<file path="src/rtl/mac_array_sched.sv">
// mac_array_sched: job sequencer for an N x N minifloat systolic MAC array (optional MAC_ARRAY_SCHED_PERF_EN adds job_cnt/busy_cnt)
module mac_array_sched #(
  parameter int N      = 4,
  parameter int DW     = 8,
  parameter int AW     = 3,
  parameter int PE_LAT = 2
) (
  input  logic            clk,
  input  logic            rst_n,
  input  logic            start,
  input  logic            abort,
  output logic            busy,
  output logic            done,
  output logic            acc_clr,
  output logic            rd_en,
  output logic [AW-1:0]   rd_addr,
  input  logic [N*DW-1:0] a_rd_data,
  input  logic [N*DW-1:0] b_rd_data,
  output logic [N*DW-1:0] row_feed,
  output logic [N*DW-1:0] col_feed,
  output logic            res_capture
`ifdef MAC_ARRAY_SCHED_PERF_EN
  ,
  output logic [15:0]     job_cnt,
  output logic [31:0]     busy_cnt
`endif
);
  localparam int DRAIN_LEN = N + PE_LAT * N;
  localparam int CW = $clog2(DRAIN_LEN + 1);
  typedef enum logic [2:0] {IDLE, CLEAR, FETCH, DRAIN, DONE} state_t;
  state_t state;
  logic [CW-1:0] cnt;
  logic vld;
  logic kill;
  assign kill = abort && busy;
  // job sequencing: clear, fetch N inner indices, drain the array, then strobe completion
  always_ff @(posedge clk or negedge rst_n) begin
    if (!rst_n) begin
      state       <= IDLE;
      busy        <= 1'b0;
      done        <= 1'b0;
      acc_clr     <= 1'b0;
      rd_en       <= 1'b0;
      rd_addr     <= '0;
      res_capture <= 1'b0;
      cnt         <= '0;
    end else if (kill) begin
      state   <= IDLE;
      busy    <= 1'b0;
      acc_clr <= 1'b0;
      rd_en   <= 1'b0;
      rd_addr <= '0;
      cnt     <= '0;
    end else begin
      case (state)
        IDLE: if (start && !abort) begin
          state   <= CLEAR;
          busy    <= 1'b1;
          acc_clr <= 1'b1;
        end
        CLEAR: begin
          state   <= FETCH;
          acc_clr <= 1'b0;
          rd_en   <= 1'b1;
        end
        FETCH: if (rd_addr == AW'(N - 1)) begin
          state   <= DRAIN;
          rd_en   <= 1'b0;
          rd_addr <= '0;
          cnt     <= CW'(DRAIN_LEN - 1);
        end else rd_addr <= rd_addr + 1'b1;
        DRAIN: if (cnt == '0) begin
          state       <= DONE;
          busy        <= 1'b0;
          done        <= 1'b1;
          res_capture <= 1'b1;
        end else cnt <= cnt - 1'b1;
        DONE: begin
          state       <= IDLE;
          done        <= 1'b0;
          res_capture <= 1'b0;
        end
        default: state <= IDLE;
      endcase
    end
  end
  // read data is valid the cycle after the read was issued
  always_ff @(posedge clk or negedge rst_n) begin
    if (!rst_n) vld <= 1'b0;
    else vld <= rd_en && !kill;
  end
  for (genvar i = 0; i < N; i++) begin : g_lane
    if (i == 0) begin : g_z
      assign row_feed[0+:DW] = vld ? a_rd_data[0+:DW] : '0;
      assign col_feed[0+:DW] = vld ? b_rd_data[0+:DW] : '0;
    end else begin : g_d
      logic [i*DW-1:0]     as, bs;
      logic [i-1:0]        v;
      logic [(i+1)*DW-1:0] an, bn;
      logic [i:0]          vn;
      assign an = {as, a_rd_data[i*DW+:DW]};
      assign bn = {bs, b_rd_data[i*DW+:DW]};
      assign vn = {v, vld};
      // lane i skew: i-deep shift of data and its valid flag, flushed on abort
      always_ff @(posedge clk or negedge rst_n) begin
        if (!rst_n) {as, bs, v} <= '0;
        else if (kill) {as, bs, v} <= '0;
        else begin
          as <= an[i*DW-1:0];
          bs <= bn[i*DW-1:0];
          v  <= vn[i-1:0];
        end
      end
      assign row_feed[i*DW+:DW] = vn[i] ? an[(i+1)*DW-1-:DW] : '0;
      assign col_feed[i*DW+:DW] = vn[i] ? bn[(i+1)*DW-1-:DW] : '0;
    end
  end
`ifdef MAC_ARRAY_SCHED_PERF_EN
  // completed-job counter wraps, busy-cycle counter saturates
  always_ff @(posedge clk or negedge rst_n) begin
    if (!rst_n) begin
      job_cnt  <= '0;
      busy_cnt <= '0;
    end else begin
      if (done) job_cnt <= job_cnt + 1'b1;
      if (busy && !(&busy_cnt)) busy_cnt <= busy_cnt + 1'b1;
    end
  end
`endif
endmodule

</file>
<file path="config.mk">
export PLATFORM = sky130hd
export DESIGN_NAME = mac_array_sched
export DESIGN_NICKNAME = d
export VERILOG_FILES = /design/src/rtl/mac_array_sched.sv
export SDC_FILE = /design/constraint.sdc
export NUM_CORES = 1
export LEC_CHECK = 0
export ABC_AREA = 0
export CAP_MARGIN = 10
export CORE_MARGIN = 1
export CORE_UTILIZATION = 30
export CTS_BUF_LIST = sky130_fd_sc_hd__clkbuf_16
export DETAILED_ROUTE_END_ITERATION = 8
export GPL_TIMING_DRIVEN = 1
export PLACE_DENSITY_LB_ADDON = 0.3
export RECOVER_POWER = 50
export SYNTH_ARGS = -nofsm -noshare
export SYNTH_HDL_FRONTEND = slang
export SYNTH_SLANG_ARGS = --single-unit
</file>
<file path="constraint.sdc">
create_clock -name clk -period 3 [get_ports clk]
set_input_delay 0.45 -clock clk [delete_from_list [all_inputs] [get_ports clk]]
set_output_delay 0.45 -clock clk [all_outputs]
set_load 0.01 [all_outputs]
</file>
# [Yosys cells after proc, flatten, opt, wreduce, memory -nomap -nowiden]
# Index checks and enable logic that the tools add are counted.
[op_classes] addsub=2 n_eq_ne=10 n_mux=40 bitwise_logic=1 n_reduce_logical=19
[ops] cell="two-way mux 8 bit" count=10
[ops] cell="two-way mux 24 bit" count=2
[ops] cell="two-way mux 16 bit" count=2
[ops] cell="two-way mux 3 bit" count=8
[ops] cell="two-way mux 4 bit" count=3
[ops] cell="inequality test 3 bit, second input constant" count=4
[ops] cell="one-hot mux 3 bit (4 select lines)" count=1
[ops] cell="AND reduction 3 bit" count=4
[ops] cell="nonzero test 3 bit" count=4
[ops] cell="== test 3 x 2 -> 1 bit, second input constant" count=3
[ops] cell="two-way mux 1 bit" count=8
[ops] cell="one-hot mux 1 bit (2 select lines)" count=4
[ops] cell="one-hot mux 4 bit (2 select lines)" count=1
[ops] cell="logical NOT 4 bit" count=1
[ops] cell="AND reduction 2 bit" count=2
[ops] cell="nonzero test 2 bit" count=2
[ops] cell="subtractor 4 x 1 -> 4 bit, second input constant" count=1
[ops] cell="adder 3 x 1 -> 3 bit, second input constant" count=1
[ops] cell="== test 3 x 1 -> 1 bit, second input constant" count=1
[ops] cell="== test 3 bit, second input constant" count=1
[ops] cell="logical AND 1 bit" count=3
[ops] cell="logical NOT 3 bit" count=1
[ops] cell="logical NOT 1 bit" count=2
[ops] cell="two-way mux 2 bit" count=1
[ops] cell="2 further kinds" count=2
[totals] ff_bits=117 out_inout_bits=72

# [Logic depth before layout (Yosys ltp)]
[depth] depth_word=5 mapped_depth=7 mapped_depth_nobuf=6

# [Worst setup path after synthesis]
# No wires, ideal clock.
[synth_timing] kind="reg2reg" start="reg cnt[0]" end="reg res_capture" setup_ns=0.066 arrival_ns=1.497 required_time_ns=2.934 setup_slack_ns=1.437 stages_incl_launch_ff=8 path_buffers=1 period_less_slack_ns=1.563 path_cell_list="dfrtp_1 > inv_1 > ha_1 > or3b_1 > buf_2 > or2_0 > nor3_2 > nand2b_1"
[synth_between] elab_chain_len=3
[synth_lines] item="start: declaration" line="32" rtl="logic [CW-1:0] cnt;"
[synth_lines] item="start signal: assignment" line="70" rtl="cnt <= CW'(DRAIN_LEN - 1);"
[synth_lines] item="start signal: assignment" line="77" rtl="end else cnt <= cnt - 1'b1;"
[synth_lines] item="logical NOT 4 bit" line="72" rtl="DRAIN: if (cnt == '0) begin"
[synth_lines] item="inequality test 2 bit (no line)"
[synth_lines] item="AND reduction 3 bit (no line)"
[synth_lines] item="end signal: assignment" line="45" rtl="res_capture <= 1'b0;"
[synth_lines] item="end signal: assignment" line="76" rtl="res_capture <= 1'b1;"
[synth_lines] item="end signal: assignment" line="81" rtl="res_capture <= 1'b0;"
[synth_lines] item="end: declaration" line="21" rtl="output logic res_capture"
# Every way passes these cells.
# A chain may end at the register's enable or synchronous reset.

# [Final worst setup path]
[layout_timing] start="reg vld" end="out col_feed[4]"
[layout_between] elab_chain_len=1
[layout_lines] item="start: declaration" line="33" rtl="logic vld;"
[layout_lines] item="start signal: assignment" line="90" rtl="else vld <= rd_en && !kill;"
[layout_lines] item="two-way mux 8 bit" line="95" rtl="assign col_feed[0+:DW] = vld ? b_rd_data[0+:DW] : '0;"
[layout_lines] item="end: declaration" line="20" rtl="output logic [N*DW-1:0] col_feed,"
# Every way passes these cells.

==> impl_metrics.json <==
{
  "pin_count": 140,
  "cts.clk_slew.worst_paths_ps": 50,
  "cts_post_setup_buffers_inserted": 0,
  "synth_nets": 434,
  "syn_area_mm2": 0.00434,
  "critPathMaxStageDelay_ps": 660,
  "yosys.area.top_type": "dfrtp_1",
  "htreeDepth": 4,
  "place.gp.congestion": 0.785,
  "detail-route-antenna-nets": 0,
  "synthArstFlopShare_pct": 100,
  "critPathBufInv": 1,
  "drv_cap": 1,
  "worst_setup_path_end_kind": "primary output",
  "cp_data_required_time_ps": 2550,
  "relSlewSlack_pct": -8.52,
  "path_cells": "and2_1 -> clkdlybuf4s50_1",
  "die_h_um": 122,
  "grt_max_degree": 67,
  "grt_overflow": 0,
  "crit_path_max_fanout": 17,
  "status": "finished with violations",
  "cts_sinks": 114,
  "path_class": "flop to primary output",
  "slowest_stage": "dfrtp_1",
  "placementRows": 43,
  "synthCells": 363,
  "vdd_drop_max_v": 0.000329,
  "synth_area_leaders": "dfrtp_1 (66%), and2_1 (24%), clkbuf_1 (1.5%)",
  "leakage_nw": 2.74,
  "cts_tree": "yes",
  "finalHoldViolCount": 0,
  "power_mw": 4.97,
  "critPathTopFamily": "flip-flops",
  "hp-class": "flop to flop",
  "tightest_slew_ps": 1630,
  "postCtsResizedCells": 0,
  "syn_area_per_cell_um2": 12.0,
  "fmax_ghz": 0.435,
  "period_minus_slack_ps": 2300,
  "violations": "capacitance limit, slew limit",
  "final_common_cell": "and2_1",
  "nNetsFinal": 575,
  "portBuffers": 139,
  "n_antenna_cell": 0,
  "grt_pass1_wl_mm": 14.9,
  "wl_per_cell_um": 12.7,
  "worst_clock_skew_ps": 14.9,
  "fin_crit_sh_pct": 76.6,
  "grt_usage_pct": 13.2,
  "antenna_found_initial": 0,
  "ys_seq_area_share_pct": 65.7,
  "vias": 2985,
  "cts_hold_buf": 0,
  "synth_flop_cell": "dfrtp_1",
  "tns_ps": 0,
  "first_pass_iters": 5,
  "start_kind": "flop",
  "slew_viol_final": 66,
  "dpl_cell_area_mm2": 0.00593,
  "power_density_mw_per_mm2": 764,
  "drt_wl_total_mm": 8.86,
  "initial_utilization_pct": 31.0,
  "cts_buffer_depth": 2,
  "drive_gt1_share_pct": 6.96,
  "first_iter_violations": 184,
  "cts_root_buf": "clkbuf_16",
  "design_area_mm2": 0.00650,
  "grt_pass1_vias": 3186,
  "ys_warn_count": 0,
  "dp_hpwl_mm": 6.14,
  "synth_top_area_share_pct": 65.7,
  "yosysUniqueCellTypes": 29,
  "setup_viol": 0,
  "rsz0062_at_grt": "false",
  "syn2layout_area_growth_pct": 49.7,
  "clk_latency_ps": 410,
  "finish.utilization_pct": 46.5,
  "fp.dieArea_mm2": 0.0150,
  "drc": 0,
  "arrival_ps": 1850,
  "numCtsBuffers": 17,
  "synth_edf_count": 0,
  "vias_per_cell": 4.28,
  "ys_ff_latch": 114,
  "final_cell_mix": "and2_1 (155), clkdlybuf4s50_1 (137), dfrtp_1 (114)",
  "die_w_um": 122,
  "core_area_mm2": 0.0140
}
## cell families (layout without fill, tap and decap cells)
group                      count (synthesis)  in the layout  synth area share, %
AOI/OAI and AO/OA                         30             30                 4.03
adders and majority gates                  3              3                0.864
buffers and inverters                     25            179                 2.30
DFF                                      114            114                 65.7
and+or+nand+nor                          191            191                 27.1
## power breakdown
group	internal [mW]	leakage, nW	total [mW]	switching, mW
logic	0.616	1.11	1.09	0.472
clock network	1.23	0.274	1.94	0.716
registers	1.76	1.35	1.94	0.181
## per-layer routing
metal  routed length, um  GRT usage, %  share of wire (%)  vias up
li1                    -             -                  -     1426
met1                3620          15.1                 41     1433
met2                4360          21.4                 49      117
met3                 786          6.83                8.9        9
met4                  92          3.89                1.0        0
met5                   0             0                  0        -
## per-stage QoR
step | cells | hold WS [ps] | setup WS, ps
5_1_grt | 697 | 460 | 436
3_5_place_dp | 665 | 433 | 801
6_report | 697 | 443 | 703
4_1_cts | 697 | 173 | 639
2_1_floorplan | 363 | 154 | 1440
3_3_place_gp | 665 | 429 | 860
## final timing paths
kind	startpoint	slack, ps	endpoint	depth (start not counted)
max	vld	700	col_feed[4]	2
min	g_lane[3].g_d.bs[1]	440	g_lane[3].g_d.bs[9]	1
max reg2reg	busy	1000	state[1]	3
min reg2reg	g_lane[3].g_d.bs[1]	440	g_lane[3].g_d.bs[9]	1
max in group asynchronous	rst_n	1550	g_lane[3].g_d.bs[23]	2
min in group asynchronous	rst_n	460	g_lane[3].g_d.as[6]	1
## final cells by class
cell class	count	area (um^2)
Timing Repair Buffer	142	1430
Clock inverter	15	156
Sequential cell	114	2850
Multi-Input combinational cell	224	1390
Inverter	5	18.8
Tap cell	180	225
Clock buffer	17	425
Fill cell	1279	7490
## flip-flops by register name, summed over array words and instances, names as in the netlist
name           cells
vld                1
g_lane.g_d.as     48
g_lane.g_d.v       3
cnt                4
rd_addr            3
acc_clr            1
res_capture        1
g_lane.g_d.bs     48
state              3
rd_en              1
busy               1
## synthesized netlist by cell type, types with 2 or more instances
library cell,instances
a211oi_1,3
a21oi_1,10
and2_1,165
buf_2,2
clkbuf_1,17
dfrtp_1,114
ha_1,3
inv_1,5
nand2_1,3
nand2b_1,4
nand3_1,6
nor2_1,4
nor2b_1,2
o21ai_0,10
Power figures use the tool's default switching activity.
